--- src/rtl/effect_stream_ctrl.sv ---
// effect_stream_ctrl
// Frames codec samples into a channel-tagged FIFO stream for an external
// effect chain and rebuilds aligned L/R output words from the processed
// stream on each audio sample strobe.
//
// Ports:
//   clk, reset          system clock, synchronous active-high reset
//   i_sample_valid      one-cycle audio frame strobe
//   i_l_data/i_r_data   signed codec samples (R ignored when mono)
//   i_mode              0 effect, 1 bypass, 2/3 mute (sampled at the strobe)
//   i_clear_flags       clears the sticky flags (a same-cycle set wins)
//   o_l_data/o_r_data   registered signed outputs
//   o_out_valid         one-cycle pulse when the outputs update
//   o_data_to_eff       input FIFO head word (first-word fall-through)
//   o_eff_channel       tag of the head word (0 = L, 1 = R)
//   o_data_valid        input FIFO not empty
//   i_read_enable       pops the input FIFO head (ignored while empty)
//   i_data_from_eff     processed word from the chain
//   i_eff_channel       tag of the processed word
//   i_dv_from_eff       write strobe for the processed word
//   o_in_fill/o_out_fill  FIFO word counts
//   o_overflow          sticky: a frame or a processed word was dropped
//   o_underflow         sticky: output frame unavailable or misaligned
module effect_stream_ctrl #(
    parameter int d_width        = 24,
    parameter int memory_d_width = 16,
    parameter int address_width  = 4,
    parameter int ram_depth      = 16,
    parameter int channels       = 2
) (
    input  logic                      clk,
    input  logic                      reset,
    input  logic                      i_sample_valid,
    input  logic [d_width-1:0]        i_l_data,
    input  logic [d_width-1:0]        i_r_data,
    input  logic [1:0]                i_mode,
    input  logic                      i_clear_flags,
    output logic [d_width-1:0]        o_l_data,
    output logic [d_width-1:0]        o_r_data,
    output logic                      o_out_valid,
    output logic [memory_d_width-1:0] o_data_to_eff,
    output logic                      o_eff_channel,
    output logic                      o_data_valid,
    input  logic                      i_read_enable,
    input  logic [memory_d_width-1:0] i_data_from_eff,
    input  logic                      i_eff_channel,
    input  logic                      i_dv_from_eff,
    output logic [address_width:0]    o_in_fill,
    output logic [address_width:0]    o_out_fill,
    output logic                      o_overflow,
    output logic                      o_underflow
);

    localparam int mw = memory_d_width;
    localparam int fw = address_width + 1;
    localparam logic [fw-1:0] depth_c = fw'(ram_depth);
    localparam logic [fw-1:0] chan_c  = fw'(channels);
    localparam logic [1:0]    mode_effect = 2'd0;
    localparam logic [1:0]    mode_bypass = 2'd1;

    // Stream word goes to the MSBs, low bits zero, so the sign is preserved.
    function automatic logic [d_width-1:0] widen(input logic [mw-1:0] w);
        widen = d_width'(w) << (d_width - mw);
    endfunction

    // ---------------- FIFOs (word plus tag in bit mw) ----------------
    logic [mw:0]              in_mem  [ram_depth];
    logic [mw:0]              out_mem [ram_depth];
    logic [address_width-1:0] in_wr_ptr, in_rd_ptr, out_wr_ptr, out_rd_ptr;
    logic [fw-1:0]            in_count, out_count;
    logic                     in_push, in_pop, out_push, out_pop, out_drop;
    logic [mw:0]              in_word, in_head, out_head;
    logic                     out_empty;

    assign in_head       = in_mem[in_rd_ptr];
    assign out_head      = out_mem[out_rd_ptr];
    assign out_empty     = (out_count == fw'(0));
    assign o_data_valid  = (in_count != fw'(0));
    assign o_data_to_eff = o_data_valid ? in_head[mw-1:0] : {mw{1'b0}};
    assign o_eff_channel = o_data_valid ? in_head[mw] : 1'b0;
    assign in_pop        = i_read_enable && o_data_valid;
    assign out_push      = i_dv_from_eff && (out_count != depth_c);
    assign out_drop      = i_dv_from_eff && (out_count == depth_c);
    assign o_in_fill     = in_count;
    assign o_out_fill    = out_count;

    // FIFO storage writes; the arrays themselves need no reset.
    always_ff @(posedge clk) begin
        if (in_push)  in_mem[in_wr_ptr]   <= in_word;
        if (out_push) out_mem[out_wr_ptr] <= {i_eff_channel, i_data_from_eff};
    end

    // FIFO pointers and counts; a simultaneous push and pop leaves a count unchanged.
    always_ff @(posedge clk) begin
        if (reset) begin
            in_wr_ptr  <= '0;
            in_rd_ptr  <= '0;
            in_count   <= '0;
            out_wr_ptr <= '0;
            out_rd_ptr <= '0;
            out_count  <= '0;
        end else begin
            if (in_push)  in_wr_ptr  <= in_wr_ptr  + address_width'(1);
            if (in_pop)   in_rd_ptr  <= in_rd_ptr  + address_width'(1);
            if (out_push) out_wr_ptr <= out_wr_ptr + address_width'(1);
            if (out_pop)  out_rd_ptr <= out_rd_ptr + address_width'(1);
            if (in_push && !in_pop)       in_count <= in_count + fw'(1);
            else if (!in_push && in_pop)  in_count <= in_count - fw'(1);
            if (out_push && !out_pop)      out_count <= out_count + fw'(1);
            else if (!out_push && out_pop) out_count <= out_count - fw'(1);
        end
    end

    // ---------------- Input framer ----------------
    // L is written in the strobe cycle straight from the input pins; only
    // the R push needs its own state, fed from the latched sample.
    typedef enum logic [1:0] {F_IDLE = 2'd0, F_PUSH_L = 2'd1, F_PUSH_R = 2'd2} framer_t;
    framer_t         f_state, f_next;
    logic [mw-1:0]   r_hold;
    logic            frame_drop;

    // Framer state register and right-sample latch.
    always_ff @(posedge clk) begin
        if (reset) begin
            f_state <= F_IDLE;
            r_hold  <= '0;
        end else begin
            f_state <= f_next;
            if (i_sample_valid) r_hold <= i_r_data[d_width-1 -: mw];
        end
    end

    // Framer next state: admit a frame only when it fits as a whole.
    always_comb begin
        f_next     = f_state;
        in_push    = 1'b0;
        in_word    = '0;
        frame_drop = 1'b0;
        case (f_state)
            F_IDLE: begin
                if (i_sample_valid && ((depth_c - in_count) >= chan_c)) begin
                    in_push = 1'b1;
                    in_word = {1'b0, i_l_data[d_width-1 -: mw]};
                    f_next  = (channels == 2) ? F_PUSH_R : F_IDLE;
                end else if (i_sample_valid) begin
                    frame_drop = 1'b1;
                end else begin
                    f_next = F_IDLE;
                end
            end
            F_PUSH_R: begin
                in_push = 1'b1;
                in_word = {1'b1, r_hold};
                f_next  = F_IDLE;
            end
            default: f_next = F_IDLE;
        endcase
    end

    // ---------------- Output assembler ----------------
    // Outputs are loaded on the edge entering UPDATE, so UPDATE is the
    // cycle in which o_out_valid is high. In bypass/mute the outputs are
    // loaded at the strobe edge and POP_L/POP_R only drain the stream.
    typedef enum logic [1:0] {A_IDLE, A_POP_L, A_POP_R, A_UPDATE} asm_t;
    asm_t                a_state, a_next;
    logic                drain_r, drain_next;
    logic [mw-1:0]       l_word_r, l_word_next;
    logic [d_width-1:0]  l_next, r_next;
    logic                valid_next, under_set;

    // Assembler state, captured L word and registered outputs.
    always_ff @(posedge clk) begin
        if (reset) begin
            a_state     <= A_IDLE;
            drain_r     <= 1'b0;
            l_word_r    <= '0;
            o_l_data    <= '0;
            o_r_data    <= '0;
            o_out_valid <= 1'b0;
        end else begin
            a_state     <= a_next;
            drain_r     <= drain_next;
            l_word_r    <= l_word_next;
            o_l_data    <= l_next;
            o_r_data    <= r_next;
            o_out_valid <= valid_next;
        end
    end

    // Assembler next state; mode is only looked at on the strobe.
    always_comb begin
        a_next      = a_state;
        drain_next  = drain_r;
        l_word_next = l_word_r;
        l_next      = o_l_data;
        r_next      = o_r_data;
        valid_next  = 1'b0;
        out_pop     = 1'b0;
        under_set   = 1'b0;
        case (a_state)
            A_IDLE: begin
                if (i_sample_valid && (i_mode == mode_effect)) begin
                    drain_next = 1'b0;
                    if (!out_empty && out_head[mw]) begin
                        // Misaligned head: drop one word per strobe to resync.
                        out_pop   = 1'b1;
                        under_set = 1'b1;
                    end else if (out_count < chan_c) begin
                        under_set = 1'b1;
                    end else begin
                        a_next = A_POP_L;
                    end
                end else if (i_sample_valid) begin
                    drain_next = 1'b1;
                    valid_next = 1'b1;
                    if (i_mode == mode_bypass) begin
                        l_next = i_l_data;
                        r_next = (channels == 2) ? i_r_data : i_l_data;
                    end else begin
                        l_next = '0;
                        r_next = '0;
                    end
                    a_next = out_empty ? A_IDLE : A_POP_L;
                end else begin
                    a_next = A_IDLE;
                end
            end
            A_POP_L: begin
                out_pop     = !out_empty;
                l_word_next = out_head[mw-1:0];
                if (channels == 2) begin
                    a_next = A_POP_R;
                end else if (drain_r) begin
                    a_next = A_IDLE;
                end else begin
                    l_next     = widen(out_head[mw-1:0]);
                    r_next     = widen(out_head[mw-1:0]);
                    valid_next = 1'b1;
                    a_next     = A_UPDATE;
                end
            end
            A_POP_R: begin
                out_pop = !out_empty;
                if (drain_r) begin
                    a_next = A_IDLE;
                end else begin
                    l_next     = widen(l_word_r);
                    r_next     = widen(out_head[mw-1:0]);
                    valid_next = 1'b1;
                    a_next     = A_UPDATE;
                end
            end
            A_UPDATE: a_next = A_IDLE;
            default:  a_next = A_IDLE;
        endcase
    end

    // Sticky flags; a set event in the same cycle as a clear wins.
    always_ff @(posedge clk) begin
        if (reset) begin
            o_overflow  <= 1'b0;
            o_underflow <= 1'b0;
        end else begin
            if (frame_drop || out_drop) o_overflow <= 1'b1;
            else if (i_clear_flags)     o_overflow <= 1'b0;
            if (under_set)              o_underflow <= 1'b1;
            else if (i_clear_flags)     o_underflow <= 1'b0;
        end
    end

endmodule

--- config.mk ---
export PLATFORM = sky130hd
export DESIGN_NAME = effect_stream_ctrl
export DESIGN_NICKNAME = d
export VERILOG_FILES = /design/src/rtl/effect_stream_ctrl.sv
export SDC_FILE = /design/constraint.sdc
export NUM_CORES = 1
export LEC_CHECK = 0
export ABC_AREA = 1
export CORE_MARGIN = 4
export CORE_UTILIZATION = 50
export CTS_BUF_LIST = sky130_fd_sc_hd__clkbuf_2 sky130_fd_sc_hd__clkbuf_4 sky130_fd_sc_hd__clkbuf_8
export DETAILED_ROUTE_END_ITERATION = 10
export GPL_TIMING_DRIVEN = 1
export PLACE_DENSITY = 0.69
export REMOVE_ABC_BUFFERS = 1
export SETUP_SLACK_MARGIN = 0.3
export SLEW_MARGIN = 5
export SYNTH_ARGS = -nofsm -noshare
export SYNTH_HDL_FRONTEND = slang
export SYNTH_SLANG_ARGS = --single-unit
--- constraint.sdc ---
create_clock -name clk -period 3.6 [get_ports clk]
set_clock_uncertainty 0.1 [all_clocks]
set_input_delay 0.72 -clock clk [delete_from_list [all_inputs] [get_ports clk]]
set_output_delay 0.72 -clock clk [all_outputs]
set_load 0.1 [all_outputs]
Word level (Yosys, flattened, before mapping)
Memory sizes are Yosys's and may differ from the RTL's. A register that Yosys moved wholly into a read port is not among the register bits.
Cells that the tools add are included.

cells by class
  bitwise logic cells = 1
  $lt $le $gt $ge = 2
  equality and inequality tests = 12
  reduce and logical (&&, ||, !) cells = 32
  $add $sub $neg = 9
  muxes and demuxes = 55

operator list
  operator               number
  $mux W24               8
  $pmux W24 S2           2
  $pmux W17 S2           1
  $mux W16               2
  $mux W1                24
  $mux W5                4
  $add A4 B1 Y4 const B  4
  $mux W4                4
  $mux W2                6
  $reduce_bool A2 Y1     6
  $add A5 B1 Y5 const B  2
  $logic_and A1 B1 Y1    10
  $sub A5 B1 Y5 const B  2
  $pmux W2 S4            1
  $logic_not A2 Y1       3
  $ne A2 B2 Y1 const B   3
  $ne A3 B3 Y1 const B   2
  $pmux W1 S2            3
  $eq A5 B5 Y1 const B   1
  $ge A5 B2 Y1 const B   1
  $logic_not A1 Y1       5
  $logic_not A5 Y1       1
  $lt A5 B2 Y1 const B   1
  $ne A5 B5 Y1 const B   1
  other kinds (10)       14

word-level totals
  bits in registers = 113
  bits of input ports = 73
  memory bits (writable) = 544
  logic and storage cells = 129
  memories kept = 2
  output and inout port bits = 79

memories
  name     words  bits a word  rd ports  clocked after memory_dff  write ports  RTL line  RTL
  in_mem   16     17           1         1                         1            67        logic [mw:0] in_mem [ram_depth];
  out_mem  16     17           1         1                         1            68        logic [mw:0] out_mem [ram_depth];

Depth between registers and ports, before layout
Gate-level depths: netlist of run 1.

  word-level depth = 9
  gate-level depth with buffers = 21
  depth with buffers taken out = 20

Worst setup path before layout of run 1
Ideal clock, no wire load.

  path kind = reg2out
  start point = register in_count[0] (netlist: o_in_fill[0])
  end point = output o_data_to_eff[10]
  arrival = 3.594 ns
  data required time = 2.780 ns
  stages on the path, launching flop included = 9
  setup slack = -0.814 ns
  buffers on the path = 2
  cells stage by stage = dfxtp_1 -> inv_2 -> ha_1 -> nand2_1 -> nor2_1 -> ha_1 -> clkbuf_1 -> clkbuf_1 -> a21oi_1

on the way
  cells in the longest elaborated chain, start to end = 2

RTL lines
  element                 RTL line  RTL
  from (decl)             70        logic [fw-1:0] in_count, out_count;
  from (signal assigned)  107       if (in_push && !in_pop) in_count <= in_count + fw'(1);
  from (signal assigned)  108       else if (!in_push && in_pop) in_count <= in_count - fw'(1);
  $reduce_bool A5 Y1      78        assign o_data_valid = (in_count != fw'(0));
  $mux W16                79        assign o_data_to_eff = o_data_valid ? in_head[mw-1:0] : {mw{1'b0}};
  to (decl)               41        output logic [memory_d_width-1:0] o_data_to_eff,

Every way passes these cells.

==> results of run 1 <==
cell usage after synthesis (2+ instances only):
| cell | count |
|---|---|
| nor3b_1 | 2 |
| o221ai_1 | 98 |
| buf_2 | 35 |
| inv_1 | 98 |
| a22oi_1 | 16 |
| clkbuf_1 | 80 |
| nand3_1 | 73 |
| buf_1 | 12 |
| xor2_1 | 3 |
| o21ai_0 | 239 |
| o21ai_1 | 124 |
| a211oi_1 | 4 |
| inv_2 | 11 |
| fa_1 | 2 |
| o22ai_1 | 32 |
| dfxtp_1 | 121 |
| xnor2_1 | 3 |
| buf_4 | 15 |
| o21ai_2 | 2 |
| clkinv_1 | 2 |
| a21oi_1 | 121 |
| nor2_1 | 367 |
| a31oi_1 | 2 |
| nor3_1 | 3 |
| edfxtp_1 | 544 |
| nand2_1 | 132 |
| ha_1 | 26 |
| o211ai_1 | 34 |
| nand3_2 | 2 |
| buf_6 | 7 |
power groups by stage:
stage | registers [W] | logic, W | clock network [W]
floorplan | 0.0108 | 0.00414 | 0
global placement | 0.00960 | 0.00809 | 0
detailed placement | 0.00962 | 0.00828 | 0
CTS | 0.00944 | 0.00858 | 0.00650
global route | 0.00950 | 0.00938 | 0.00688
finish | 0.00945 | 0.00882 | 0.00640
flip-flops by register name, indices dropped and copies added (netlist names), 2 cells and up, named ones only:
name,flops
out_mem,272
o_r_data,24
in_rd_ptr,4
out_rd_ptr,4
r_hold,16
out_wr_ptr,4
l_word_r,16
in_mem,272
in_wr_ptr,4
o_l_data,24
a_state,2
o_out_fill,5
o_in_fill,5
worst min path at each step:
stage / from / slack (ps) / cells after the start / to
finish: o_r_data[0] / 360 / 2 / o_r_data[0]
global route: o_r_data[7] / 380 / 2 / o_r_data[7]
CTS: o_r_data[7] / 360 / 2 / o_r_data[7]
detailed placement: o_r_data[7] / 350 / 2 / o_r_data[7]
global placement: o_r_data[0] / 350 / 2 / o_r_data[0]
floorplan: in_rd_ptr[2] / 350 / 2 / flop
worst max-delay path: stages, from the launching register on:
cell      delay, ps
dfxtp_4         500
clkinv_8        160
buf_16          220
o21ai_0         220
o22ai_1         110
o211ai_1        290
a21oi_4         120
buf_12          180
cell type report:
type	instances	area, sq um	share of cell area
diodes	3	7.507	0.0002350
clock buffers	159	1907	0.05968
clock inverters	36	227.7	0.007127
inverters	112	455.4	0.01425
multi-input cells	1295	6927	0.2168
flip-flops and latches	665	18780	0.5877
well taps	688	860.8	0.02694
repair buffers	261	2789	0.08729
logic make-up (layout without fill, tap and decap cells):
family / after synthesis / in the layout / share of synthesized area
simple gates: 584 / 584 / 0.08752
xor+xnor: 7 / 7 / 0.002586
compound gates: 676 / 676 / 0.1488
flops: 665 / 665 / 0.7047
fa+ha+maj: 28 / 28 / 0.01373
other cells: 0 / 3 / 0
buf+inv: 261 / 568 / 0.04273
repair_timing:
| action | 4_1_cts | 5_1_grt |
|---|---|---|
| setup buffers | 9 | 4 |
| setup endpoints to repair | 18 | 37 |
| gates resized for setup | 37 | 31 |
| gates cloned | 2 | 5 |
| pin swaps | 4 | 12 |
routing by layer:
metal / GRT usage / part of all wire / vias to the layer above
met2: 0.4098 / 0.51 / 779
li1: - / - / 8593
met4: 0.08566 / 0.031 / 6
met5: 0 / 0.00060 / -
met3: 0.05145 / 0.078 / 185
met1: 0.3045 / 0.38 / 9302
stage by stage:
step	hold slack (ps)	instances	TNS (ps)
after floorplan	354.1	2072	-89370
after detailed placement	353.5	3001	0
after CTS	362.9	3207	0
after global routing	377.2	3218	0
after global placement	349.3	3001	0
final	360.0	3219	0
==> impl_metrics.env, run 1 <==
export IMPL_p_int_w=0.01525
export IMPL_cap_violations=0
export IMPL_ir_drop_uv=454.6
export IMPL_antenna_left=0
export IMPL_r2r_setup_slack_ps=430
export IMPL_die_h_um=238.7
export IMPL_period_minus_slack_ps=3322
export IMPL_rows=84
export IMPL_required_ps=2780
export IMPL_pre_cts_ws_ps=39.99
export IMPL_drt_wirelength_per_cell_um=22.11
export IMPL_final_hold_viol_count=0
export IMPL_p_total_w=0.02467
export IMPL_ys_async_sr_fraction=0
export IMPL_worst_r2r_cell_count=19
export IMPL_p_clk_frac=0.259
export IMPL_route_detailed_drc=0
export IMPL_routed_wirelength_um=71190
export IMPL_drv_slew=0
export IMPL_vias=18870
export IMPL_cts_sinks=665
export IMPL_switching_share=0.3818
export IMPL_cts_root_buf="clkbuf_8"
export IMPL_drt_iter0_markers=2085
export IMPL_htreeDepth=3
export IMPL_clockBufferDepth=3
export IMPL_clkSlewWorstSetupHoldPaths_ps=60
export IMPL_endpoint_kind="primary output"
export IMPL_coreArea_sq_um=52660
export IMPL_status="completed"
export IMPL_gp_congestion=0.8378
export IMPL_initial_core_util=0.5055
export IMPL_fillers=4054
export IMPL_rsz0062_at_grt="yes"
export IMPL_synth_edf_count=544
export IMPL_yosysTopAreaCell="edfxtp_1"
export IMPL_ctsHoldBuffers=0
export IMPL_yosys_warnings=0
export IMPL_yosys_most_used_dff="edfxtp_1"
export IMPL_viasPerCell=5.861
export IMPL_powerDensity_nw_per_um2=772.0
export IMPL_first_global_vias=18260
export IMPL_io_pins=152
export IMPL_critPathKind="reg -> out"
export IMPL_syn_area_sq_um=26620
export IMPL_ys_types=41
export IMPL_insertion_delay_ps=690
export IMPL_r2r_start="o_in_fill[0]"
export IMPL_p_leak_nw=11.13
export IMPL_synth_seq_cells=665
export IMPL_worst_setup_path_start_kind="flop"
export IMPL_seqPwrFrac=0.383
export IMPL_area_growth_pct=20.03
export IMPL_utilization=0.6068
export IMPL_arrival_ps=2500
export IMPL_cts_made_buffers=105
export IMPL_tritoncts="done"
export IMPL_dr_pass1_iters=5
export IMPL_crit_fanout=40
export IMPL_hold_class="reg -> reg"
export IMPL_final_period_utilization=0.9228
export IMPL_power_net_switching_w=0.009418
export IMPL_finish_instance_area_sq_um=31950
export IMPL_grt_max_degree=95
export IMPL_maxSlewHeadroom=0.2723
export IMPL_endpoint="o_data_to_eff[6]"
export IMPL_grt_usage=0.2398
export IMPL_setup_violations=0
export IMPL_die_area_sq_um=56990
export IMPL_syn_area_per_cell_sq_um=11.99
export IMPL_fmax_ghz=0.3010
export IMPL_hpwl_um=40610
export IMPL_syn_inst=2221
export IMPL_worst_pin_slew_ps=1091
export IMPL_layout_setup_ws_ps=278.0
export IMPL_ys_seq_area_frac=0.7047
export IMPL_grt_antenna_before_repair=5
export IMPL_synth_top_area_frac=0.6137
export IMPL_portBuffers=151
export IMPL_drive_above_1_share=0.1657
export IMPL_nNetsFinal=2541
export IMPL_final_common_cell="edfxtp_1"
export IMPL_gr_total_overflow=0
export IMPL_pwr_share_comb=0.358
export IMPL_grt_pass1_wl_um=105300
export IMPL_regToRegEndpoint="o_in_fill[4]"
export IMPL_mostFrequentLayoutCells="544 x edfxtp_1, 334 x nor2_1, 232 x o21ai_0, 131 x nand2_1, 130 x o21ai_1"
export IMPL_yosys_top_cells_area="edfxtp_1 61%, dfxtp_1 9.1%, nor2_1 5.2%, o21ai_0 4.5%, o221ai_1 3.2%"
export IMPL_fp_dieW_um=238.7
export IMPL_place_area_sq_um=29290
Power figures use the tool's default switching activity.
==> inputs of run 2 (changes only) <==
--- a/config.mk
+++ b/config.mk
@@ -5,8 +5,6 @@
 export SDC_FILE = /design/constraint.sdc
 export NUM_CORES = 1
 export LEC_CHECK = 0
-export ABC_AREA = 1
-export CORE_MARGIN = 4
 export CORE_UTILIZATION = 50
 export CTS_BUF_LIST = sky130_fd_sc_hd__clkbuf_2 sky130_fd_sc_hd__clkbuf_4 sky130_fd_sc_hd__clkbuf_8
 export DETAILED_ROUTE_END_ITERATION = 10
==> impl_metrics.env, run 2 <==
export IMPL_gr_total_overflow=0
export IMPL_worst_pin_slew_ps=1150
export IMPL_final_hold_viol_count=0
export IMPL_yosysTopAreaCell="edfxtp_1"
export IMPL_cts_made_buffers=105
export IMPL_dr_pass1_iters=5
export IMPL_synth_top_area_frac=0.6287
export IMPL_cpPeakStageDelay_ps=510
export IMPL_yosys_warnings=0
export IMPL_initial_core_util=0.5065
export IMPL_endpoint="o_data_to_eff[11]"
export IMPL_powerDensity_nw_per_um2=766.5
export IMPL_fillers=3634
export IMPL_arrival_ps=2800
export IMPL_routed_wirelength_um=60970
export IMPL_tritoncts="done"
export IMPL_fin_cells=2480
export IMPL_place_area_sq_um=28940
export IMPL_rows=83
export IMPL_nNetsFinal=1804
export IMPL_maxSlewHeadroom=0.2333
export IMPL_crit_top_cell="mux4_2"
export IMPL_status="finished, violations left"
export IMPL_utilization=0.6159
export IMPL_worst_r2r_cell_count=15
export IMPL_ys_seq_area_frac=0.7219
export IMPL_power_net_switching_w=0.008197
export IMPL_layout_setup_ws_ps=-24.35
export IMPL_hpwl_um=37020
export IMPL_gp_congestion=0.8770
export IMPL_cap_violations=0
export IMPL_p_clk_frac=0.267
export IMPL_vias=14360
export IMPL_first_global_vias=14720
export IMPL_final_common_cell="edfxtp_1"
export IMPL_regToRegEndpoint="o_out_fill[4]"
export IMPL_yosys_top_cells_area="edfxtp_1 63%, mux4_2 13%, dfxtp_1 9.3%, nor2_1 2.0%, mux2i_1 1.5%"
export IMPL_io_pins=152
export IMPL_cp_slowest_cell="mux4_2"
export IMPL_cts_root_buf="clkbuf_8"
export IMPL_coreArea_sq_um=51300
export IMPL_drv_slew=0
export IMPL_violations="negative setup slack"
export IMPL_portBuffers=151
export IMPL_htreeDepth=3
export IMPL_syn_inst=1438
export IMPL_seqPwrFrac=0.388
export IMPL_r2r_setup_slack_ps=470
export IMPL_syn_area_per_cell_sq_um=18.07
export IMPL_p_leak_nw=10.63
export IMPL_synth_edf_count=544
export IMPL_clkSlewWorstSetupHoldPaths_ps=60
export IMPL_synth_common_cells="544 x edfxtp_1, 149 x mux4_2, 140 x nor2_1"
export IMPL_die_area_sq_um=52890
export IMPL_route_detailed_drc=0
export IMPL_hold_class="reg -> reg"
export IMPL_p_int_w=0.01602
export IMPL_die_h_um=230.0
export IMPL_grt_antenna_before_repair=6
export IMPL_synth_seq_cells=665
export IMPL_crit_chain="buf_4 -> clkbuf_16 -> mux4_2 -> mux4_2 -> and2_4 -> buf_12"
export IMPL_clockBufferDepth=3
export IMPL_insertion_delay_ps=670
export IMPL_ir_drop_uv=461.5
export IMPL_critPathKind="reg -> out"
export IMPL_drt_iter0_markers=1187
export IMPL_syn_area_sq_um=25980
export IMPL_rsz0062_at_grt="yes"
export IMPL_mostFrequentLayoutCells="544 x edfxtp_1, 149 x mux4_2, 116 x nor2_1, 116 x dfxtp_1, 116 x clkbuf_8"
export IMPL_multiInputGateArea_sq_um=6979
export IMPL_reg_largest_list="in_mem x272, out_mem x272"
export IMPL_grt_max_degree=65
export IMPL_fp_dieW_um=230.0
export IMPL_crit_fanout=6
export IMPL_grt_pass1_wl_um=91090
export IMPL_fmax_ghz=0.2759
export IMPL_antenna_left=0
export IMPL_setup_violations=6
export IMPL_finish_instance_area_sq_um=31600
export IMPL_drive_above_1_share=0.3008
export IMPL_drt_wirelength_per_cell_um=24.59
export IMPL_worst_setup_path_start_kind="flop"
export IMPL_cts_sinks=665
export IMPL_period_minus_slack_ps=3624
export IMPL_yosys_most_used_dff="edfxtp_1"
export IMPL_regArea_sq_um=18770
export IMPL_ys_types=55
export IMPL_dp_cells=2258
export IMPL_finalSetupTns_ps=-100.3
export IMPL_pwr_share_comb=0.345
export IMPL_grt_usage=0.2332
export IMPL_switching_share=0.3385
export IMPL_endpoint_kind="primary output"
export IMPL_yosysMostFrequentCell="edfxtp_1"
export IMPL_viasPerCell=5.789
export IMPL_ctsHoldBuffers=0
export IMPL_required_ps=2780
export IMPL_final_period_utilization=1.007
export IMPL_ys_async_sr_fraction=0
export IMPL_area_growth_pct=21.59
==> run 2: final cells by class <==
type	instances	area share
diodes	5	0.0003960
clock buffers	164	0.06194
clock inverters	35	0.007207
inverters	21	0.002495
multi-input cells	662	0.2209
flip-flops and latches	665	0.5941
well taps	680	0.02693
repair buffers	248	0.08601
==> run 2: timing repair <==
action	CTS	global route
cloned	6	2
setup endpoints to repair	18	21
endpoints found under the hold margin	0	0
pin swaps	1	5
buffers inserted	5	5
gates resized for setup	26	23
==> run 2: how the worst min path moves through the flow <==
| stage | startpoint | end | slack [ps] | depth (start not counted) |
|---|---|---|---|---|
| after floorplan | l_word_r[0] | l_word_r[0] | 360 | 2 |
| after global placement | o_underflow | o_underflow | 360 | 2 |
| after detailed placement | o_underflow | o_underflow | 370 | 2 |
| after CTS | o_underflow | o_underflow | 370 | 2 |
| after global routing | o_underflow | o_underflow | 400 | 2 |
| final | o_underflow | o_underflow | 370 | 2 |
==> run 2: critical path: cells and delay by family, from the launching register on <==
kind                   cells  cell delay [ps]
buffers and inverters      3              510
DFF                        1              410
muxes                      2             1010
and+or+nand+nor            1              190
==> run 2: stage by stage <==
| step | hold slack [ps] | total power [W] | setup slack [ps] |
|---|---|---|---|
| 3_5_place_dp | 365.8 | 0.01735 | -38.28 |
| 3_3_place_gp | 360.6 | 0.01721 | 51.02 |
| 5_1_grt | 402.2 | 0.02517 | -88.78 |
| 6_report | 374.6 | 0.02422 | -24.35 |
| 2_1_floorplan | 360.4 | 0.01491 | -2325 |
| 4_1_cts | 374.6 | 0.02423 | -56.53 |
==> run 2: cells by family (layout without fill, tap and decap cells) <==
family,count (synthesis),count (layout),synth area share
XOR/XNOR,14,14,0.004719
AO/OA/AOI/OAI,151,151,0.04536
flip-flops,665,665,0.7219
multiplexers,196,196,0.1476
adder cells (fa/ha/maj),28,28,0.01406
other,0,5,0
AND/OR/NAND/NOR,273,273,0.04733
buffers and inverters,111,468,0.01907
==> run 2: power groups by stage <==
stage          clock network, W  registers, W  logic (W)
5_1_grt                 0.00691       0.00945    0.00881
6_report                0.00647       0.00940    0.00835
3_5_place_dp                  0       0.00955    0.00780
4_1_cts                 0.00659       0.00940    0.00825
3_3_place_gp                  0       0.00951    0.00769
2_1_floorplan                 0        0.0109    0.00401
==> run 2: routing by layer <==
layer / up-vias / GRT usage / wire length [um]
met5: - / 0 / 11
met4: 2 / 0.08858 / 1821
met3: 108 / 0.05171 / 3880
met2: 485 / 0.3879 / 31210
met1: 7452 / 0.3003 / 24050
li1: 6310 / - / -
==> inputs of run 3 (changes only) <==
==> constraint.sdc (replaced) <==
create_clock -name clk -period 3.8 [get_ports clk]
set_clock_uncertainty 0.1 [all_clocks]
set_input_delay 0.76 -clock clk [delete_from_list [all_inputs] [get_ports clk]]
set_output_delay 0.76 -clock clk [all_outputs]
set_load 0.1 [all_outputs]
==> impl_metrics.env, run 3 (synthesis gave the netlist of run 2 again) <==
export IMPL_status="completed"
export IMPL_clkSlewWorstSetupHoldPaths_ps=60
export IMPL_hold_class="reg -> reg"
export IMPL_rows=83
export IMPL_r2r_setup_slack_ps=510
export IMPL_grt_usage=0.2329
export IMPL_powerDensity_nw_per_um2=722.2
export IMPL_drv_slew=0
export IMPL_cts_sinks=665
export IMPL_required_ps=2940
export IMPL_tritoncts="done"
export IMPL_fmax_ghz=0.2743
export IMPL_routed_wirelength_um=61010
export IMPL_area_growth_pct=21.18
export IMPL_critPathKind="reg -> out"
export IMPL_mostFrequentLayoutCells="544 x edfxtp_1, 149 x mux4_2, 127 x clkdlybuf4s50_1, 116 x nor2_1"
export IMPL_endpoint_kind="primary output"
export IMPL_fin_cells=2466
export IMPL_antenna_left=0
export IMPL_cts_root_buf="clkbuf_8"
export IMPL_endpoint="o_eff_channel"
export IMPL_nNetsFinal=1805
export IMPL_grt_antenna_before_repair=5
export IMPL_p_leak_nw=10.57
export IMPL_insertion_delay_ps=690
export IMPL_htreeDepth=3
export IMPL_gr_total_overflow=0
export IMPL_initial_core_util=0.5065
export IMPL_cts_made_buffers=104
export IMPL_drt_wirelength_per_cell_um=24.74
export IMPL_rsz0062_at_grt="yes"
export IMPL_io_pins=152
export IMPL_vias=14360
export IMPL_final_period_utilization=0.9593
export IMPL_multiInputGateArea_sq_um=6912
export IMPL_cap_violations=0
export IMPL_finalSetupTns_ps=0
export IMPL_portBuffers=151
export IMPL_worst_setup_path_start_kind="flop"
export IMPL_regArea_sq_um=18770
export IMPL_final_common_cell="edfxtp_1"
export IMPL_setup_violations=0
export IMPL_dr_pass1_iters=5
export IMPL_grt_pass1_wl_um=90910
export IMPL_regToRegEndpoint="o_in_fill[4]"
export IMPL_hold_start="o_underflow"
export IMPL_coreArea_sq_um=51300
export IMPL_first_global_vias=14620
export IMPL_r2r_start="o_in_fill[0]"
export IMPL_reg_largest_list="in_mem x272, out_mem x272"
export IMPL_die_area_sq_um=52890
export IMPL_maxSlewHeadroom=0.2888
export IMPL_route_detailed_drc=0
export IMPL_dp_cells=2257
export IMPL_drt_iter0_markers=1194
export IMPL_gp_congestion=0.8756
export IMPL_clockBufferDepth=3
export IMPL_worst_pin_slew_ps=1063
export IMPL_crit_fanout=6
export IMPL_hpwl_um=37440
export IMPL_viasPerCell=5.823
export IMPL_worst_r2r_cell_count=14
export IMPL_fillers=3695
export IMPL_ir_drop_uv=328.5
export IMPL_final_hold_viol_count=0
export IMPL_arrival_ps=2790
export IMPL_period_minus_slack_ps=3645
export IMPL_grt_max_degree=69
export IMPL_die_h_um=230.0
export IMPL_fp_dieW_um=230.0
export IMPL_drive_above_1_share=0.2855
-- run 3: cell types whose count changed in the layout (fill, tap and decap cells not counted), sizes merged --
cell and change:
buf -16, clkinvlp -2, bufinv -1, inv -1
clkinv -3, clkdlybuf4s50 +16, diode -2, clkbuf -5
-- run 3: metal layers --
layer | global-route usage | wire length, um
met1 | 0.3048 | 24160
met2 | 0.3870 | 30930
met3 | 0.04737 | 4135
met4 | 0.08444 | 1754
met5 | 0 | 28
-- run 3: area by class of cell --
cell class,instances,share of cell area
timing repair buffer,250,0.08920
inverter,21,0.002503
antenna,3,0.0002384
clock buffer,157,0.06008
sequential,665,0.5962
clock inverter,28,0.005245
multi-input combinational,662,0.2195
tap,680,0.02702
-- run 3: worst min-delay path by stage --
stage / to / slack, ps / cells after the start
after detailed placement: o_underflow / 380 / 2
after floorplan: l_word_r[0] / 360 / 2
after global placement: o_underflow / 360 / 2
after global routing: o_r_data[14] / 410 / 2
after CTS: o_underflow / 390 / 2
final: o_underflow / 390 / 2
-- run 3: report_power, final --
part / leakage, nW / switching, W / internal (W) / total (W)
combinational: 3.51 / 0.00476 / 0.00315 / 0.00791
sequential: 5.96 / 0.000323 / 0.00859 / 0.00891
clock: 1.10 / 0.00263 / 0.00329 / 0.00592
-- run 3: critical path: stages, from the launching register on --
cell	delay, ps
dfxtp_4	390
buf_4	130
buf_12	120
buf_16	130
mux4_2	480
mux4_2	470
and2_4	200
buf_12	160
-- run 3: metrics by stage --
step           hold slack, ps  setup WS, ps  total power (W)    util  instance area [sq um]
3_5_place_dp            379.1         179.1          0.01641  0.5642                  28950
5_1_grt                 406.8         60.48          0.02364  0.6138                  31490
2_1_floorplan           360.4         -2125          0.01413       -                  25570
3_3_place_gp            357.2         239.7          0.01627  0.5642                  28950
6_report                389.9         154.8          0.02274  0.6138                  31490
4_1_cts                 387.8         103.2          0.02279  0.6114                  31370
-- run 3: timing repair --
| item | CTS | global route |
|---|---|---|
| buffers inserted | 6 | 5 |
| cloned | 8 | 2 |
| pin swaps | 0 | 1 |
| hold buffers | 0 | 0 |
| endpoints found under the setup margin | 17 | 32 |
| gates resized for setup | 28 | 11 |
